**config.mk**
```make
export PLATFORM = sky130hd
export DESIGN_NAME = wb_arbiter
export DESIGN_NICKNAME = d
export VERILOG_FILES = /design/src/rtl/wb_arbiter_pkg.sv /design/src/rtl/rr_arbiter2.sv /design/src/rtl/wb_arbiter.sv
export SDC_FILE = /design/constraint.sdc
export NUM_CORES = 1
export LEC_CHECK = 0
export BUFFER_PORTS_ARGS = -buffer_cell sky130_fd_sc_hd__buf_2
export CAP_MARGIN = 20
export CORE_MARGIN = 4
export CORE_UTILIZATION = 44
export DETAILED_ROUTE_END_ITERATION = 8
export GPL_TIMING_DRIVEN = 0
export PLACE_DENSITY = 0.81
export SYNTH_ARGS = -nofsm -noshare
export SYNTH_HDL_FRONTEND = slang
export SYNTH_SLANG_ARGS = --single-unit
```
**constraint.sdc**
```tcl
create_clock -name i_clock -period 1.8 [get_ports i_clock]
set_input_delay 0 -clock i_clock [delete_from_list [all_inputs] [get_ports i_clock]]
set_output_delay 0 -clock i_clock [all_outputs]
set_load 0.005 [all_outputs]
```
**src/rtl/wb_arbiter_pkg.sv**
```systemverilog
// Shared write-back encodings: register file write enable levels and grant/pointer source indices.
package wb_arbiter_pkg;

   localparam logic REG_WRITE_ENABLE  = 1'b1;
   localparam logic REG_WRITE_DISABLE = 1'b0;
   localparam logic [31:0] ZERO_WORD  = 32'h0000_0000;

   // Bit positions in the request/grant vectors; also the round-robin pointer values.
   localparam logic WB_SRC_ALU = 1'b0;
   localparam logic WB_SRC_LSU = 1'b1;

endpackage

```
**src/rtl/rr_arbiter2.sv**
```systemverilog
// Two-requester round-robin arbiter; combinational one-hot grant, pointer advances on contested cycles only.
// No grant while reset is low; a forced request wins without moving the pointer.
module rr_arbiter2
   import wb_arbiter_pkg::*;
(
   input  logic       i_clock,
   input  logic       i_reset_n,
   input  logic [1:0] i_req,
   input  logic [1:0] i_force,
   output logic [1:0] o_grant
);

   logic ptr;
   logic contested;

   always_comb begin
      o_grant   = 2'b00;
      contested = 1'b0;
      if (!i_reset_n) begin
         o_grant = 2'b00;
      end else if (i_force[WB_SRC_LSU] && i_req[WB_SRC_LSU]) begin
         o_grant[WB_SRC_LSU] = 1'b1;
      end else if (i_force[WB_SRC_ALU] && i_req[WB_SRC_ALU]) begin
         o_grant[WB_SRC_ALU] = 1'b1;
      end else if (&i_req) begin
         contested    = 1'b1;
         o_grant[ptr] = 1'b1;
      end else begin
         o_grant = i_req;
      end
   end

   // Pointer names the source favoured on the next contest: the loser of this one.
   always_ff @(posedge i_clock) begin
      if (!i_reset_n) begin
         ptr <= WB_SRC_ALU;
      end else if (contested) begin
         ptr <= ~ptr;
      end
   end

endmodule

```
**src/rtl/wb_arbiter.sv**
```systemverilog
// Write-back arbiter: ALU vs LSU onto the single register file write port, 1-cycle registered write.
// Ready is combinational from valids and pointer; the write port never back-pressures.
module wb_arbiter
   import wb_arbiter_pkg::*;
#(
   parameter int XLEN    = 32,
   parameter int RADDR_W = 5
)(
   input  logic               i_clock,
   input  logic               i_reset_n,
   input  logic               i_alu_valid,
   input  logic [RADDR_W-1:0] i_alu_rd,
   input  logic [XLEN-1:0]    i_alu_data,
   output logic               o_alu_ready,
   input  logic               i_lsu_valid,
   input  logic [RADDR_W-1:0] i_lsu_rd,
   input  logic [XLEN-1:0]    i_lsu_data,
   output logic               o_lsu_ready,
   output logic               o_readwrite,
   output logic [RADDR_W-1:0] o_writereg,
   output logic [XLEN-1:0]    o_writedata,
   input  logic [RADDR_W-1:0] i_query_rs1,
   input  logic [RADDR_W-1:0] i_query_rs2,
   output logic               o_rs1_pending,
   output logic               o_rs2_pending
);

   logic [1:0]         req;
   logic [1:0]         force_grant;
   logic [1:0]         grant;
   logic               same_rd;
   logic               accept;
   logic [RADDR_W-1:0] wb_rd;
   logic [XLEN-1:0]    wb_data;

   // LSU data is older in program order, so on a same-rd clash it must land first.
   assign same_rd = i_alu_valid && i_lsu_valid && (i_alu_rd == i_lsu_rd) && (i_lsu_rd != '0);

   always_comb begin
      req                     = 2'b00;
      req[WB_SRC_ALU]         = i_alu_valid;
      req[WB_SRC_LSU]         = i_lsu_valid;
      force_grant             = 2'b00;
      force_grant[WB_SRC_LSU] = same_rd;
   end

   rr_arbiter2 u_rr_arbiter2 (
      .i_clock   (i_clock),
      .i_reset_n (i_reset_n),
      .i_req     (req),
      .i_force   (force_grant),
      .o_grant   (grant)
   );

   assign o_alu_ready = grant[WB_SRC_ALU];
   assign o_lsu_ready = grant[WB_SRC_LSU];
   assign accept      = |grant;
   assign wb_rd       = grant[WB_SRC_LSU] ? i_lsu_rd   : i_alu_rd;
   assign wb_data     = grant[WB_SRC_LSU] ? i_lsu_data : i_alu_data;

   always_ff @(posedge i_clock) begin
      if (!i_reset_n) begin
         o_readwrite <= REG_WRITE_DISABLE;
         o_writereg  <= '0;
         o_writedata <= '0;
      end else begin
         o_readwrite <= (accept && (wb_rd != '0)) ? REG_WRITE_ENABLE : REG_WRITE_DISABLE;
         if (accept) begin
            o_writereg  <= wb_rd;
            o_writedata <= wb_data;
         end
      end
   end

   // The register on the write port is bypassed by the register file, so only upstream holders count.
   assign o_rs1_pending = (i_query_rs1 != '0) &&
                          ((i_alu_valid && (i_alu_rd == i_query_rs1)) ||
                           (i_lsu_valid && (i_lsu_rd == i_query_rs1)));
   assign o_rs2_pending = (i_query_rs2 != '0) &&
                          ((i_alu_valid && (i_alu_rd == i_query_rs2)) ||
                           (i_lsu_valid && (i_lsu_rd == i_query_rs2)));

endmodule

```
==> results of run 1 <==
[metal layers]
layer	track usage, %	part of all wire, %	vias up
met5	0	0	-
met4	6.818	1.6	0
met3	5.046	6.4	11
met2	43.41	50	112
met1	27.14	41	1202
li1	-	-	1280
[registers in the layout, indices dropped and copies added, names as in the netlist]
| register | count |
|---|---|
| o_readwrite | 1 |
| u_rr_arbiter2.ptr | 1 |
| o_writedata | 32 |
| o_writereg | 5 |
[tightest hold or removal path, cell delays in order]
cell and delay (ns):
buf_2 0.08, o21ai_1 0.06, a31oi_1 0.12
[cell families (layout without fill, tap and decap cells)]
| logic type | after synthesis | in the layout |
|---|---|---|
| buffers and inverters | 26 | 196 |
| AND/OR/NAND/NOR | 93 | 93 |
| AO/OA/AOI/OAI | 85 | 85 |
| XOR/XNOR | 26 | 26 |
| flip-flops | 39 | 39 |
[metrics by stage]
step	utilization [%]	total power, mW	TNS (ns)
3_3_place_gp	61.00	1.513	-0.3681
2_1_floorplan	-	1.276	0
3_5_place_dp	61.00	1.525	-0.9487
5_1_grt	70.87	2.398	0
4_1_cts	70.53	2.279	0
6_report	70.87	2.275	0
[area by class of cell]
cell class                 instances  share of cell area, %
buffer                            22                  5.162
clock buffer                       6                  2.154
clock inverter                     1                 0.8912
inverter                           4                 0.4827
multi-input combinational        204                  36.09
sequential                        39                  23.17
tap                               67                  2.488
timing repair buffer             163                  29.56
[power groups by stage]
stage / Clock [mW] / Combinational (mW) / Sequential [mW]
6_report: 0.702 / 0.607 / 0.966
4_1_cts: 0.713 / 0.601 / 0.965
5_1_grt: 0.757 / 0.666 / 0.975
3_5_place_dp: 0 / 0.541 / 0.984
3_3_place_gp: 0 / 0.530 / 0.983
2_1_floorplan: 0 / 0.285 / 0.991
[path summary, 6_finish.rpt]
path | depth (start not counted) | to
worst max-delay path | 9 | o_lsu_ready
worst min-delay path | 3 | o_writedata[1]
worst max register to register | 8 | o_writedata[31]
worst min register to register | 2 | o_writereg[1]
[timing repair]
item	in CTS	in global routing
hold buffers	35	0
endpoints found under the setup margin	0	2
buffers inserted	0	2
hold endpoints to repair	32	0
gates resized for setup	0	2
[cells in the final DEF (no fill, tap or decap), types with 2 or more instances in the layout]
cell type,Yosys,layout
buf_2,2,128
nand2_1,61,61
dfxtp_1,39,39
o21ai_1,35,35
dlygate4sd3_1,0,35
a31oi_1,25,25
xor2_1,16,16
xnor2_1,10,10
nand2_2,10,10
a31oi_2,10,10
clkbuf_1,9,9
buf_6,8,8
a21oi_1,5,5
nor2_1,5,5
clkbuf_8,0,5
nor4_1,4,4
nand3_1,4,4
nand2b_1,3,3
or4_1,3,3
inv_1,2,2
a22oi_1,2,2
o21ai_0,2,2
buf_4,0,2
==> results.json, run 1 <==
{
  "status": "finished, final reports clean",
  "antenna_found_initial": 0,
  "dieArea_um2": 6159,
  "drv_cap": 0,
  "reg2reg_from": "u_rr_arbiter2.ptr",
  "setup-violations-final": 0,
  "hold_start": "i_lsu_data[1]",
  "clk_path_buf_depth": 2,
  "yosys.cell_types.count": 34,
  "num_vias": 2605,
  "synth-edff-count": 0,
  "dp_cells": 462,
  "clock_sinks": 39,
  "pin_count": 130,
  "fin_worst_skew_ns": 0.009310,
  "clockPowerShare_pct": 30.9,
  "report.final.hold_viol_count": 0,
  "synth-simple-area-share_pct": 19.35,
  "crit_buf_inv": 5,
  "p_int_mw": 1.649,
  "layout_setup_ws_ns": 0.1636,
  "yosys-top-cells-area": "dfxtp_1 (36%), nand2_1 (10%), o21ai_1 (8.0%)",
  "hpwl_um": 4899,
  "grt_max_degree": 12,
  "fin_nets": 527,
  "clk_latency_ns": 0.29,
  "cpLargestDelayFamily": "simple AND/OR/NAND/NOR gates",
  "synth_compound_area_share_pct": 25.87,
  "worstPathMaxFanout": 10,
  "fp.dieW_um": 78.48,
  "cts_buffers": 5,
  "crit_path_max_incr_delay_ns": 0.56,
  "synth_largest_area_cell": "dfxtp_1",
  "grt_pass1_vias": 2553,
  "holdWs_ns": 0.004555,
  "synth_mux_area_share_pct": 0,
  "cp_data_arrival_time_ns": 1.64,
  "num_rows": 25,
  "yosys_warnings": 0,
  "combPwrFrac_pct": 26.7,
  "grt_usage_pct": 23.55,
  "htree_num_levels": 2,
  "fin_area_um2": 3369,
  "synth_xor_area_share_pct": 10.42,
  "fin_crit_sh_pct": 90.91,
  "synth_top_family_by_area": "compound AO/OA/AOI/OAI gates",
  "firstDrtPassIters": 4,
  "synthAdderAreaFrac_pct": 0,
  "worst-endpoint-required_ns": 1.80,
  "rsz0062_at_grt": "false",
  "start_kind": "input pin",
  "synth_ff_type": "dfxtp_1",
  "fillers": 398,
  "io_buffer_count": 126,
  "ant_nets": 0,
  "syn-num-nets": 357,
  "crit_type": "in -> out",
  "grt_overflow": 0,
  "drtIter0Drc": 101,
  "syn_to_final_growth_pct": 54.15,
  "slowest_stage": "or4_4",
  "cts-root-buf": "clkbuf_8",
  "viasPerCell": 5.148,
  "synth.most_common_cell": "nand2_1",
  "path_cells": "buf_2, or4_4, o2111a_1, a21oi_2, nand2b_1, buf_6, buf_6, inv_2, buf_2",
  "post-route-drc-count": 0,
  "fin_cells": 506,
  "grt_pass1_wl_um": 11750,
  "netlist.area_leader.share_pct": 35.72,
  "synth_seq_cells": 39,
  "diodes": 0,
  "slew_headroom_pct": 69.97,
  "synthTopCellsByCount": "nand2_1 (61), dfxtp_1 (39), o21ai_1 (35)",
  "syn_inst": 269,
  "cts_tree": "yes",
  "power_density_nw_per_um2": 675.2,
  "rrSetupSlack_ns": 0.32,
  "wire_per_inst_um": 14.26,
  "synth_area_per_cell_um2": 8.126,
  "seq_area_um2": 780.7,
  "drive_gt1_share_pct": 39.41,
  "end_kind": "output pin",
  "multi_input_area_um2": 1216,
  "initial_core_util_pct": 45.97,
  "power_frac_seq_pct": 42.5,
  "clock.fmax_mhz": 611.1,
  "cts.clk_slew.worst_paths_ns": 0.07,
  "swShare_pct": 27.53,
  "gp_congestion": 0.7992,
  "coreArea_um2": 4755,
  "crit_start": "i_lsu_rd[0]",
  "place_area_um2": 2900,
  "wl_um": 7218,
  "dp_slack_ns": -0.06929,
  "finalCriticalPeriod_ns": 1.636,
  "chipHeight_um": 78.48,
  "switching_power_uw": 626.4,
  "ys_seq_area_share_pct": 35.72,
  "p_leak_nw": 1.497,
  "drv_slew": 0,
  "tightest_slew_ns": 0.4504,
  "hp-class": "in -> reg",
  "synth_area_um2": 2186,
  "synth-async-reset-ratio_pct": 0,
  "vdd_ir_drop_max_v": 0.0004217
}
Note: power is estimated with default switching activity, not from simulation.
==> run 2: changes to the inputs <==
--- a/config.mk
+++ b/config.mk
@@ -7,6 +7,7 @@
 export LEC_CHECK = 0
 export BUFFER_PORTS_ARGS = -buffer_cell sky130_fd_sc_hd__buf_2
 export CAP_MARGIN = 20
+export CORE_ASPECT_RATIO = 1.25
 export CORE_MARGIN = 4
 export CORE_UTILIZATION = 44
 export DETAILED_ROUTE_END_ITERATION = 8
@@ -15,3 +16,4 @@
 export SYNTH_ARGS = -nofsm -noshare
 export SYNTH_HDL_FRONTEND = slang
 export SYNTH_SLANG_ARGS = --single-unit
+export TNS_END_PERCENT = 10
==> run 2 against run 1 <==
Sequential share of layout area shrank 0.21 points. Die area grew 0.12%. Total power grew 2.6%. Register-to-register slack gained 0.08 ns. Global-route usage grew 0.50 points. First-iteration DRC count grew 21%. Critical path depth is the same. Worst setup slack lost 0.090 ns. Combinational power grew 2%. Hold slack lost 0.0031 ns.
==> results.json, run 2 (synthesis results as in run 1) <==
{
  "fillers": 402,
  "grt_usage_pct": 24.05,
  "antenna_found_initial": 0,
  "fin_crit_sh_pct": 95.93,
  "pin_count": 130,
  "clk_latency_ns": 0.29,
  "chipHeight_um": 86.80,
  "status": "finished, final reports clean",
  "seq_area_um2": 780.7,
  "setup-violations-final": 0,
  "dp_slack_ns": -0.1649,
  "dieArea_um2": 6166,
  "hpwl_um": 5175,
  "layout_common_cells": "buf_2 (128), nand2_1 (61), dlygate4sd3_1 (39), dfxtp_1 (39), o21ai_1 (35)",
  "num_rows": 28,
  "cp_data_arrival_time_ns": 1.73,
  "worstPathMaxFanout": 10,
  "max_flop_register": "o_writedata",
  "vdd_ir_drop_max_v": 0.0005116,
  "io_buffer_count": 126,
  "drv_slew": 0,
  "finalCriticalPeriod_ns": 1.727,
  "p_leak_nw": 1.515,
  "cts_tree": "yes",
  "p_total_mw": 2.334,
  "final_common_cell": "buf_2",
  "end_kind": "output pin",
  "drtIter0Drc": 122,
  "holdWs_ns": 0.001452,
  "initial_core_util_pct": 45.88,
  "coreArea_um2": 4765,
  "crit_type": "in -> out",
  "syn_to_final_growth_pct": 55.58,
  "grt_pass1_wl_um": 12110,
  "start_kind": "input pin",
  "cts.clk_slew.worst_paths_ns": 0.08,
  "clock_sinks": 39,
  "rsz0062_at_grt": "true",
  "place_area_um2": 2892,
  "cts_buffers": 5,
  "post-route-drc-count": 0,
  "largestRegisters": "o_writedata (32), o_writereg (5)",
  "hp-class": "in -> reg",
  "fin_worst_skew_ns": 0.004506,
  "diodes": 0,
  "largest_register_ffs": 32,
  "fin_nets": 529,
  "report.final.hold_viol_count": 0,
  "fp.dieW_um": 71.04,
  "multi_input_area_um2": 1216,
  "fin_cells": 502,
  "setup_tns_ns": 0,
  "layout_setup_ws_ns": 0.07325,
  "grt_pass1_vias": 2689,
  "viasPerCell": 5.259,
  "grt_overflow": 0,
  "htree_num_levels": 2,
  "slew_headroom_pct": 70.34,
  "num_vias": 2640,
  "drive_gt1_share_pct": 39.14,
  "clk_path_buf_depth": 2,
  "firstDrtPassIters": 4,
  "wire_per_inst_um": 15.02,
  "dp_cells": 455,
  "fin_area_um2": 3401,
  "cts-root-buf": "clkbuf_8",
  "final_util_pct": 71.38,
  "tightest_slew_ns": 0.4449,
  "wl_um": 7541,
  "drv_cap": 0,
  "ant_nets": 0,
  "worst-endpoint-required_ns": 1.80,
  "clock.fmax_mhz": 579.1,
  "power_density_nw_per_um2": 686.2,
  "gp_congestion": 0.8364,
  "grt_max_degree": 13
}
-- run 2: final timing paths --
| kind | start | endpoint | slack (ns) | depth (start not counted) |
|---|---|---|---|---|
| max | i_lsu_rd[0] | o_lsu_ready | 0.07 | 9 |
| min | i_lsu_data[0] | o_writedata[0] | 0.001 | 3 |
| max reg2reg | u_rr_arbiter2.ptr | o_writedata[19] | 0.40 | 5 |
| min reg2reg | o_writedata[0] | o_writedata[0] | 0.47 | 2 |
-- run 2: timing repair --
action / in CTS / in global routing
setup buffers: 0 / 0
hold buffers: 39 / 0
gates resized for setup: 0 / 3
hold endpoints to repair: 32 / 0
endpoints found under the setup margin: 0 / 6
-- run 2: power breakdown --
part / switching, mW / total, mW / internal [mW] / leakage [nW]
Sequential: 0.0333 / 0.966 / 0.933 / 0.321
Clock: 0.302 / 0.750 / 0.448 / 0.0612
Combinational: 0.305 / 0.618 / 0.312 / 1.13
Total: 0.640 / 2.33 / 1.69 / 1.52
-- run 2: area by class of cell --
class,instances,area share [%]
clock buffers,6,2.428
repair buffers,165,30.02
well taps,60,2.208
inverters,4,0.4783
multi-input cells,204,35.76
plain buffers,22,5.114
clock inverters,2,1.030
flip-flops and latches,39,22.96
-- run 2: worst max-delay path, stage by stage --
cell and delay (ns):
buf_2 0.14, or4_4 0.56, o2111a_1 0.28, a21oi_2 0.15
nand2b_1 0.13, buf_6 0.16, buf_6 0.16, inv_2 0.03
buf_2 0.11
-- run 2: per-layer routing --
layer	part of all wire [%]	up-vias	global-route usage, %
met1	40	1226	28.50
met4	1.8	0	8.889
met2	52	114	43.04
met3	6.4	17	4.292
li1	-	1283	-
met5	0	-	0
==> run 3: changes to the inputs <==
--- a/config.mk
+++ b/config.mk
@@ -5,11 +5,11 @@
 export SDC_FILE = /design/constraint.sdc
 export NUM_CORES = 1
 export LEC_CHECK = 0
+export ABC_AREA = 1
 export BUFFER_PORTS_ARGS = -buffer_cell sky130_fd_sc_hd__buf_2
 export CAP_MARGIN = 20
 export CORE_ASPECT_RATIO = 1.25
-export CORE_MARGIN = 4
-export CORE_UTILIZATION = 44
+export CORE_UTILIZATION = 45
 export DETAILED_ROUTE_END_ITERATION = 8
 export GPL_TIMING_DRIVEN = 0
 export PLACE_DENSITY = 0.81
==> run 3 against run 2 <==
Clock power is 22% lower. Fmax grew 11%. Routed wire length decreased by 5.6%. Critical path type is now reg -> reg. Critical endpoint is now o_readwrite. Largest cell class unchanged.
==> results.json, run 3 <==
{
  "clk_path_buf_depth": 2,
  "dieArea_um2": 5496,
  "largest_register_ffs": 32,
  "cts_setup_buffers": 0,
  "pin_count": 130,
  "cts_buffers": 5,
  "multi_input_area_um2": 1272,
  "largestRegisters": "o_writedata (32), o_writereg (5)",
  "synth_ff_type": "dfxtp_1",
  "synth_seq_cells": 39,
  "wl_um": 7121,
  "place_area_um2": 3064,
  "num_rows": 29,
  "rsz0062_at_grt": "false",
  "viasPerCell": 5.151,
  "yosys.cell_types.count": 28,
  "clock.fmax_mhz": 641.0,
  "hp-class": "in -> reg",
  "dp_slack_ns": 0.09550,
  "fillers": 413,
  "io_buffer_count": 129,
  "fin_area_um2": 3492,
  "finalCriticalPeriod_ns": 1.560,
  "vdd_ir_drop_max_v": 0.0004133,
  "syn_inst": 323,
  "antenna_found_initial": 0,
  "synth-edff-count": 0,
  "fin_cells": 556,
  "seq_area_um2": 780.7,
  "wire_per_inst_um": 12.81,
  "worst-endpoint-required_ns": 1.98,
  "drtIter0Drc": 149,
  "max_flop_register": "o_writedata",
  "dp_cells": 514,
  "grt_pass1_vias": 2468,
  "coreArea_um2": 5044,
  "start_kind": "register",
  "ant_nets": 0,
  "layout_setup_ws_ns": 0.2400,
  "cts.clk_slew.worst_paths_ns": 0.08,
  "layout_common_cells": "buf_2 (137), nand2_1 (86), inv_1 (45), dfxtp_1 (39), nand3_1 (38)",
  "switching_power_uw": 684.5,
  "cts_tree": "yes",
  "diodes": 0,
  "synth-async-reset-ratio_pct": 0,
  "power_frac_seq_pct": 44.2,
  "holdWs_ns": 0.03415,
  "syn-num-nets": 411,
  "gp_congestion": 0.9309,
  "combPwrFrac_pct": 29.5,
  "post-route-drc-count": 0,
  "final_common_cell": "buf_2",
  "grt_pass1_wl_um": 10410,
  "fin_crit_sh_pct": 86.67,
  "synth.most_common_cell": "nand2_1",
  "initial_core_util_pct": 46.42,
  "ys_seq_area_share_pct": 33.35,
  "grt_usage_pct": 24.48,
  "crit_type": "reg -> reg",
  "slew_headroom_pct": 54.16,
  "chipHeight_um": 82.64,
  "power_density_nw_per_um2": 631.2,
  "cts-root-buf": "clkbuf_8",
  "fin_nets": 581,
  "worstPathMaxFanout": 10,
  "tightest_slew_ns": 0.6876,
  "hpwl_um": 4941,
  "clk_latency_ns": 0.29,
  "syn_to_final_growth_pct": 49.17,
  "clock_sinks": 39,
  "synthTopCellsByCount": "nand2_1 (86), inv_1 (45), dfxtp_1 (39)",
  "met2_length_um": 3663,
  "setup_tns_ns": 0,
  "p_int_mw": 1.520,
  "dr_wl_met3_um": 376,
  "synth_area_um2": 2341,
  "end_kind": "register",
  "htree_num_levels": 2,
  "setup-violations-final": 0,
  "firstDrtPassIters": 7,
  "drv_cap": 0,
  "p_leak_nw": 1.993,
  "grt_overflow": 0,
  "cp_data_arrival_time_ns": 1.74,
  "clockPowerShare_pct": 26.4,
  "status": "finished, final reports clean",
  "synth_area_per_cell_um2": 7.248,
  "fin_worst_skew_ns": 0.006868,
  "drv_slew": 0,
  "synth_largest_area_cell": "dfxtp_1",
  "fp.dieW_um": 66.51,
  "yosys-top-cells-area": "dfxtp_1 (33%), o211ai_2 (16%), nand2_1 (14%)",
  "routed.top_layer": "met4",
  "wirelength_met1_um": 2875,
  "num_vias": 2864,
  "report.final.hold_viol_count": 0,
  "yosys_warnings": 0,
  "swShare_pct": 31.05,
  "grt_max_degree": 13,
  "drive_gt1_share_pct": 37.85,
  "netlist.area_leader.share_pct": 33.35
}
## run 3: changes by cell type after synthesis, moves of 10 or more
cell,previous run,this run
nand3_1,4,38
inv_1,2,45
nand2_1,61,86
a31oi_2,10,0
xor2_1,16,3
o211ai_2,0,30
o21ai_1,35,3
a31oi_1,25,3
## run 3: timing repair
| item | in CTS | in global routing |
|---|---|---|
| hold buffers | 34 | 0 |
| endpoints found under the setup margin | 0 | 13 |
| hold endpoints to repair | 32 | 0 |
| gates resized for setup | 0 | 3 |
## run 3: area by class of cell
type | count | share of cell area [%]
buffer | 18 | 3.153
clock buffer | 6 | 2.078
clock inverter | 2 | 0.3583
inverter | 48 | 5.159
multi-input combinational | 218 | 36.44
sequential | 39 | 22.36
tap | 62 | 2.221
timing repair buffer | 163 | 28.23
## run 3: critical path, stage by stage, from the launching register on
cell,delay [ns]
dfxtp_1,0.34
o21ai_0,0.29
nand2_2,0.13
nand2_2,0.13
buf_6,0.16
nand2_1,0.06
o21ai_1,0.11
nand2_1,0.07
nor2_1,0.12
nor2_1,0.04
## run 3: per-layer routing
metal	up-vias	track usage (%)
met1	1297	26.46
met4	0	9.149
li1	1423	-
met2	123	46.63
met5	-	0
met3	21	4.533
## run 3: kinds of logic after synthesis
group | count (synthesis) | share of synthesized area, %
compound gates | 70 | 26.51
xor+xnor | 5 | 1.871
buf+inv | 66 | 12.29
flops | 39 | 33.35
simple gates | 143 | 25.98
## run 3: metrics by stage
stage / util [%] / power, mW
2_1_floorplan: - / 1.315
3_3_place_gp: 60.75 / 1.558
3_5_place_dp: 60.75 / 1.574
4_1_cts: 69.19 / 2.209
5_1_grt: 69.24 / 2.342
6_report: 69.24 / 2.204
## run 3: power groups by stage
| stage | Combinational, mW | Clock [mW] | Sequential, mW |
|---|---|---|---|
| after detailed placement | 0.583 | 0 | 0.991 |
| after global placement | 0.570 | 0 | 0.989 |
| final | 0.649 | 0.582 | 0.973 |
| after floorplan | 0.318 | 0 | 0.998 |
| after CTS | 0.643 | 0.594 | 0.972 |
| after global routing | 0.722 | 0.640 | 0.980 |
## run 3: path summary, 6_finish.rpt
check                                       start               to  slack (ns)  cells past startpoint
worst max-delay path            u_rr_arbiter2.ptr      o_readwrite        0.24                      9
worst min-delay path               i_alu_data[23]  o_writedata[23]        0.03                      5
worst max register to register  u_rr_arbiter2.ptr      o_readwrite        0.24                      9
worst min register to register    o_writedata[26]  o_writedata[26]        0.48                      2
